File: src/rtl/axi_ad9162_rx_pkg.sv
`default_nettype none
// +--------------------------------------------------------------------------+
// | axi_ad9162_rx_pkg: shared types/constants for the JESD204 RX deframer   |
// | Revision: 1.0                                                            |
// +--------------------------------------------------------------------------+
package axi_ad9162_rx_pkg;

    typedef enum logic [0:0] {
        WAIT_SOF = 1'b0,
        LOCKED   = 1'b1
    } rx_state_t;

    localparam int c_octet_w  = 8;
    localparam int c_sample_w = 16;
    localparam int c_lane_w   = 32;

    function automatic logic sof_is_onehot(input logic [3:0] sof);
        return (sof != 4'd0) && ((sof & (sof - 4'd1)) == 4'd0);
    endfunction

    // Lowest set bit; only meaningful when sof is one-hot.
    function automatic logic [1:0] sof_index(input logic [3:0] sof);
        logic [1:0] idx;
        idx = 2'd0;
        if (sof[0])      idx = 2'd0;
        else if (sof[1]) idx = 2'd1;
        else if (sof[2]) idx = 2'd2;
        else if (sof[3]) idx = 2'd3;
        return idx;
    endfunction

endpackage
`default_nettype wire

File: src/rtl/axi_ad9162_rx_lane_align.sv
`default_nettype none
// +--------------------------------------------------------------------------+
// | axi_ad9162_rx_lane_align: per-lane frame realignment (prev + 4:1 mux)   |
// | Revision: 1.0                                                            |
// +--------------------------------------------------------------------------+
module axi_ad9162_rx_lane_align
    import axi_ad9162_rx_pkg::*;
(
    input  logic                clk,
    input  logic                rst,
    input  logic                i_load,
    input  logic [1:0]          i_shift,
    input  logic [c_lane_w-1:0] i_cur,
    output logic [c_lane_w-1:0] o_word
);

    logic [c_lane_w-1:0] prev_q;
    logic [c_lane_w-1:0] prev_d;

    always_comb begin
        prev_d = prev_q;
        if (i_load) begin
            prev_d = i_cur;
        end
    end

    always_ff @(posedge clk or posedge rst) begin
        if (rst) begin
            prev_q <= '0;
        end else begin
            prev_q <= prev_d;
        end
    end

    // Low word of {cur, prev} >> 8*shift.
    always_comb begin
        o_word = prev_q;
        case (i_shift)
            2'd0:    o_word = prev_q;
            2'd1:    o_word = {i_cur[7:0],  prev_q[31:8]};
            2'd2:    o_word = {i_cur[15:0], prev_q[31:16]};
            2'd3:    o_word = {i_cur[23:0], prev_q[31:24]};
            default: o_word = prev_q;
        endcase
    end

endmodule
`default_nettype wire

File: src/rtl/axi_ad9162_rx_deframer.sv
`default_nettype none
// +--------------------------------------------------------------------------+
// | axi_ad9162_rx_deframer: JESD204 RX transport deframer, SOF lock/unpack  |
// | Revision: 1.0                                                            |
// +--------------------------------------------------------------------------+
module axi_ad9162_rx_deframer
    import axi_ad9162_rx_pkg::*;
#(
    parameter int NUM_LANES     = 8,
    parameter int ERR_CNT_WIDTH = 8
) (
    input  logic                      adc_clk,
    input  logic                      adc_rst,
    input  logic                      rx_valid,
    input  logic [NUM_LANES*32-1:0]   rx_data,
    input  logic [3:0]                rx_sof,
    output logic                      rx_ready,
    output logic                      adc_valid,
    output logic [NUM_LANES*32-1:0]   adc_data,
    input  logic                      adc_dovf,
    output logic                      adc_locked,
    output logic [ERR_CNT_WIDTH-1:0]  adc_align_err_count,
    output logic [15:0]               adc_dovf_count
);

    localparam int c_beat_w = NUM_LANES * c_lane_w;

    rx_state_t                state_q, state_d;
    logic [1:0]               shift_q, shift_d;
    logic                     valid_q, valid_d;
    logic [c_beat_w-1:0]      data_q, data_d;
    logic [ERR_CNT_WIDTH-1:0] err_cnt_q, err_cnt_d;
    logic [15:0]              dovf_cnt_q, dovf_cnt_d;

    logic                     w_load;
    logic                     w_onehot;
    logic [1:0]               w_idx;
    logic [c_lane_w-1:0]      w_aligned [NUM_LANES];
    logic [c_beat_w-1:0]      w_unpacked;

    assign w_onehot = sof_is_onehot(rx_sof);
    assign w_idx    = sof_index(rx_sof);

    generate
        for (genvar l = 0; l < NUM_LANES; l++) begin : g_lane
            axi_ad9162_rx_lane_align u_align (
                .clk     (adc_clk),
                .rst     (adc_rst),
                .i_load  (w_load),
                .i_shift (shift_q),
                .i_cur   (rx_data[l*c_lane_w +: c_lane_w]),
                .o_word  (w_aligned[l])
            );

            // Sample k = l + NUM_LANES*j takes aligned octets 2j, 2j+1, MSB first.
            for (genvar j = 0; j < 2; j++) begin : g_unpack
                assign w_unpacked[(l + NUM_LANES*j)*c_sample_w +: c_sample_w] =
                    {w_aligned[l][2*j*c_octet_w +: c_octet_w],
                     w_aligned[l][(2*j+1)*c_octet_w +: c_octet_w]};
            end
        end
    endgenerate

    always_comb begin
        state_d    = state_q;
        shift_d    = shift_q;
        valid_d    = 1'b0;
        data_d     = data_q;
        err_cnt_d  = err_cnt_q;
        dovf_cnt_d = dovf_cnt_q;
        w_load     = 1'b0;

        // Uses the current lock state, so an overflow on a lock-loss edge still counts.
        if (adc_dovf && (state_q == LOCKED) && (dovf_cnt_q != 16'hFFFF)) begin
            dovf_cnt_d = dovf_cnt_q + 16'd1;
        end

        case (state_q)
            WAIT_SOF: begin
                if (rx_valid && w_onehot) begin
                    shift_d = w_idx;
                    w_load  = 1'b1;
                    state_d = LOCKED;
                end
            end
            LOCKED: begin
                if (!rx_valid) begin
                    state_d = WAIT_SOF;
                end else if ((rx_sof == 4'd0) || (w_onehot && (w_idx == shift_q))) begin
                    w_load  = 1'b1;
                    valid_d = 1'b1;
                    data_d  = w_unpacked;
                end else begin
                    state_d = WAIT_SOF;
                    if (err_cnt_q != {ERR_CNT_WIDTH{1'b1}}) begin
                        err_cnt_d = err_cnt_q + ERR_CNT_WIDTH'(1);
                    end
                end
            end
            default: state_d = WAIT_SOF;
        endcase
    end

    always_ff @(posedge adc_clk or posedge adc_rst) begin
        if (adc_rst) begin
            state_q    <= WAIT_SOF;
            shift_q    <= 2'd0;
            valid_q    <= 1'b0;
            data_q     <= '0;
            err_cnt_q  <= '0;
            dovf_cnt_q <= 16'd0;
        end else begin
            state_q    <= state_d;
            shift_q    <= shift_d;
            valid_q    <= valid_d;
            data_q     <= data_d;
            err_cnt_q  <= err_cnt_d;
            dovf_cnt_q <= dovf_cnt_d;
        end
    end

    assign rx_ready            = 1'b1;
    assign adc_valid           = valid_q;
    assign adc_data            = data_q;
    assign adc_locked          = (state_q == LOCKED);
    assign adc_align_err_count = err_cnt_q;
    assign adc_dovf_count      = dovf_cnt_q;

endmodule
`default_nettype wire
File: config.mk
export PLATFORM = sky130hd
export DESIGN_NAME = axi_ad9162_rx_deframer
export DESIGN_NICKNAME = d
export VERILOG_FILES = /design/src/rtl/axi_ad9162_rx_pkg.sv /design/src/rtl/axi_ad9162_rx_lane_align.sv /design/src/rtl/axi_ad9162_rx_deframer.sv
export SDC_FILE = /design/constraint.sdc
export NUM_CORES = 1
export LEC_CHECK = 0
export BUFFER_PORTS_ARGS = -buffer_cell sky130_fd_sc_hd__buf_2
export CORE_UTILIZATION = 51
export CTS_CLUSTER_SIZE = 12
export DETAILED_ROUTE_END_ITERATION = 6
export PLACE_DENSITY = 0.89
export SLEW_MARGIN = 20
export SYNTH_ARGS = -nofsm -noshare
export SYNTH_HDL_FRONTEND = slang
export SYNTH_SLANG_ARGS = --single-unit
File: constraint.sdc
create_clock -name adc_clk -period 18.52 [get_ports adc_clk]
set_input_delay 3.704 -clock adc_clk [delete_from_list [all_inputs] [get_ports adc_clk]]
set_output_delay 3.704 -clock adc_clk [all_outputs]
set_load 0.02 [all_outputs]
==> impl_metrics.py <==
metrics = {
    "finish": {
        "fin_nets": 3196,
        "finalCoreUtilization_pct": 60.4,
        "drive_above_1_share_pct": 34.1,
        "fin_area_sq_um": 32000,
        "area_delta_synth_final_pct": 16.0,
    },
    "power": {
        "p_per_area_nw_per_um2": 143,
        "p_sw_uw": 1650,
        "power_frac_seq_pct": 40.0,
        "sw_frac_of_total_pct": 36.1,
        "combPwrFrac_pct": 35.9,
        "p_leak_uw": 0.0153,
        "clkPwrFrac_pct": 24.2,
        "peakVddDrop_v": 0.0000837,
        "intPower_uw": 2910,
    },
    "logic_synthesis": {
        "synth_area_per_cell_sq_um": 11.0,
        "synth_top_cell_by_area": "dfrtp_1",
        "synth_edf_count": 0,
        "syn_inst": 2496,
        "yosysMostFrequentCell": "dfrtp_1",
        "synth.area.mux_share_pct": 27.9,
        "yosysUniqueCellTypes": 36,
        "yosys-top-cells-count": "dfrtp_1 (540), nand2_1 (400), o21ai_0 (285)",
        "yosysTopAreaCellShare_pct": 49.0,
        "synth_fp_nets": 2762,
        "ys.flop_type": "dfrtp_1",
        "synth_adder_area_share_pct": 0.0908,
        "yosys.area_share.simple_pct": 8.31,
        "async_reset_ff_share_pct": 100,
        "synth_seq_cells": 540,
        "yosysWarnings": 0,
        "synth.area.top_cells": "dfrtp_1 (49%), mux2_4 (11%), mux2i_1 (9.3%)",
        "synth_top_family_by_area": "multiplexers",
        "yosysSeqAreaShare_pct": 49.0,
        "syn_area_sq_um": 27600,
        "synth_compound_area_share_pct": 9.43,
        "synth_xor_area_share_pct": 0.731,
    },
    "global_routing": {
        "grt_pass1_vias": 20300,
        "antenna_found_initial": 17,
        "track_usage_pct": 24.9,
        "grt_remaining_overflow": 0,
        "grt_max_degree": 253,
        "grt_first_pass_wirelength_um": 109000,
    },
    "clocking": {
        "post_cts_resized": 0,
        "hold_buffers": 0,
        "post_cts_buffers": 0,
        "clk_path_buf_depth": 3,
        "cts_buffers": 56,
        "cts_sinks": 540,
        "path_clk_slew_ps": 60,
        "root_buffer": "clkbuf_16",
        "clock_latency_ps": 590,
        "h-tree-depth": 2,
        "tritoncts": "done",
    },
    "worst_hold_path": {
        "hp-class": "flop to flop",
    },
    "detailed_routing": {
        "firstDrtPassIters": 5,
        "route.detailed.drc": 0,
        "viasPerCell": 5.60,
        "num_vias": 20600,
        "wire_per_inst_um": 19.2,
        "ant_nets": 0,
        "drtIter0Drc": 1680,
        "totalWireLength_um": 70400,
    },
    "sta": {
        "clock_skew_ps": 18.6,
        "period_needed_ps": 7240,
        "finalMaxSlewViolations": 0,
        "fin_crit_sh_pct": 39.1,
        "setup_tns_ps": 0,
        "rsz0062_at_grt": "no",
        "fmax_mhz": 138,
        "final-hold-violation-count": 0,
        "worst_pin_slew_ps": 1310,
        "slew_headroom_pct": 12.4,
        "hold_slack_ps": 475,
        "finalSetupViolCount": 0,
    },
    "placed_design": {
        "routabilityCongestion": 0.868,
        "place_area_sq_um": 30200,
        "io_buffers": 545,
        "dp_hpwl_um": 47100,
    },
    "floorplanning": {
        "core.rowCount": 84,
        "die_y_um": 234,
        "ioPinCount": 547,
        "dieWidth_um": 234,
        "design.die.area_sq_um": 55000,
        "core-area_sq_um": 53000,
        "start_util_pct": 52.0,
    },
    "setup_path": {
        "cp-startpoint": "rx_sof[3]",
        "endpoint": "g_lane[6].u_align.prev_q[22]",
        "worstSetupPathType": "input port to flop",
        "start_kind": "input port",
        "crit_fanout": 83,
        "worstPathRequired_ps": 18990,
        "rr_startpoint": "shift_q[1]",
        "r2r_cells": 7,
        "worst_r2r_endpoint": "g_lane[6].u_align.prev_q[22]",
        "r2r_slack_ps": 13590,
        "cp.arrival_ps": 7710,
        "end_kind": "flop",
    },
    "flow_run": {
        "drv_cap": 0,
    },
    "outcome": {
        "status": "complete, no violations",
    },
}
-- critical path, cell delays in order --
cell	delay, ps
buf_2	160
nor4b_4	310
nand2_1	140
a31o_4	490
nand2b_4	530
buf_4	850
buf_4	890
mux2_2	430
-- metal layers --
metal	GRT usage (%)	routed length (um)	vias up
met2	40.2	34000	717
met3	5.37	4500	203
li1	-	-	9539
met5	0	69	-
met1	31.6	28800	10100
met4	12.6	3010	10
-- final cells by class --
class / instances / area, sq um
clock buffers: 88 / 1680
repair buffers: 565 / 2940
flip-flops and latches: 540 / 13500
inverters: 4 / 18.8
clock inverters: 9 / 87.6
well taps: 688 / 861
fillers: 4061 / 21000
diodes: 16 / 40.0
multi-input cells: 1763 / 12800
-- power by group through the flow --
stage	clock network (uW)	logic (uW)	registers (uW)
2_1_floorplan	0	1010	1950
3_3_place_gp	0	1570	1810
3_5_place_dp	0	1620	1820
4_1_cts	1120	1640	1810
5_1_grt	1170	1790	1860
6_report	1100	1640	1820
-- registers in the layout, indices dropped and copies added (netlist names) --
signal	count
adc_dovf_count	16
g_lane.u_align.prev_q	256
shift_q	2
adc_align_err_count	8
adc_valid	1
adc_locked	1
adc_data	256
-- kinds of logic (layout without fill, tap and decap cells) --
group,after synthesis,count (layout)
buffers and inverters,193,666
xor gates and xnor gates,23,23
and+or+nand+nor,575,575
muxes,645,645
other,1,17
AOI/OAI and AO/OA,517,517
DFF,540,540
adders and majority gates,2,2
-- stage by stage --
stage	setup WS, ps	total power (uW)	instances
after floorplan	7470	2960	2496
after global placement	10840	3370	3560
after detailed placement	10740	3440	3560
after CTS	11350	4570	3657
after global routing	11090	4820	3669
final	11280	4560	3673
-- how the worst min path moves through the flow --
stage                                      startpoint                          end  slack, ps  depth (start not counted)
after floorplan           g_lane[7].u_align.prev_q[0]  g_lane[7].u_align.prev_q[0]        460                          1
after global placement                  adc_data[203]                adc_data[203]        460                          2
after detailed placement                 adc_data[51]                 adc_data[51]        460                          2
after CTS                               adc_data[203]                adc_data[203]        480                          2
after global routing                    adc_data[243]                adc_data[243]        500                          2
final                                    adc_data[64]                 adc_data[64]        470                          2
-- cells in the final DEF (no fill, tap or decap), types with 99 or more instances in the layout --
cell / instances
a21oi_1: 130
buf_2: 545
dfrtp_1: 538
mux2_2: 159
mux2_4: 200
mux2i_1: 257
nand2_1: 400
nor2_1: 137
o21ai_0: 285
o21ai_1: 99
(Power assumes the default switching activity.)
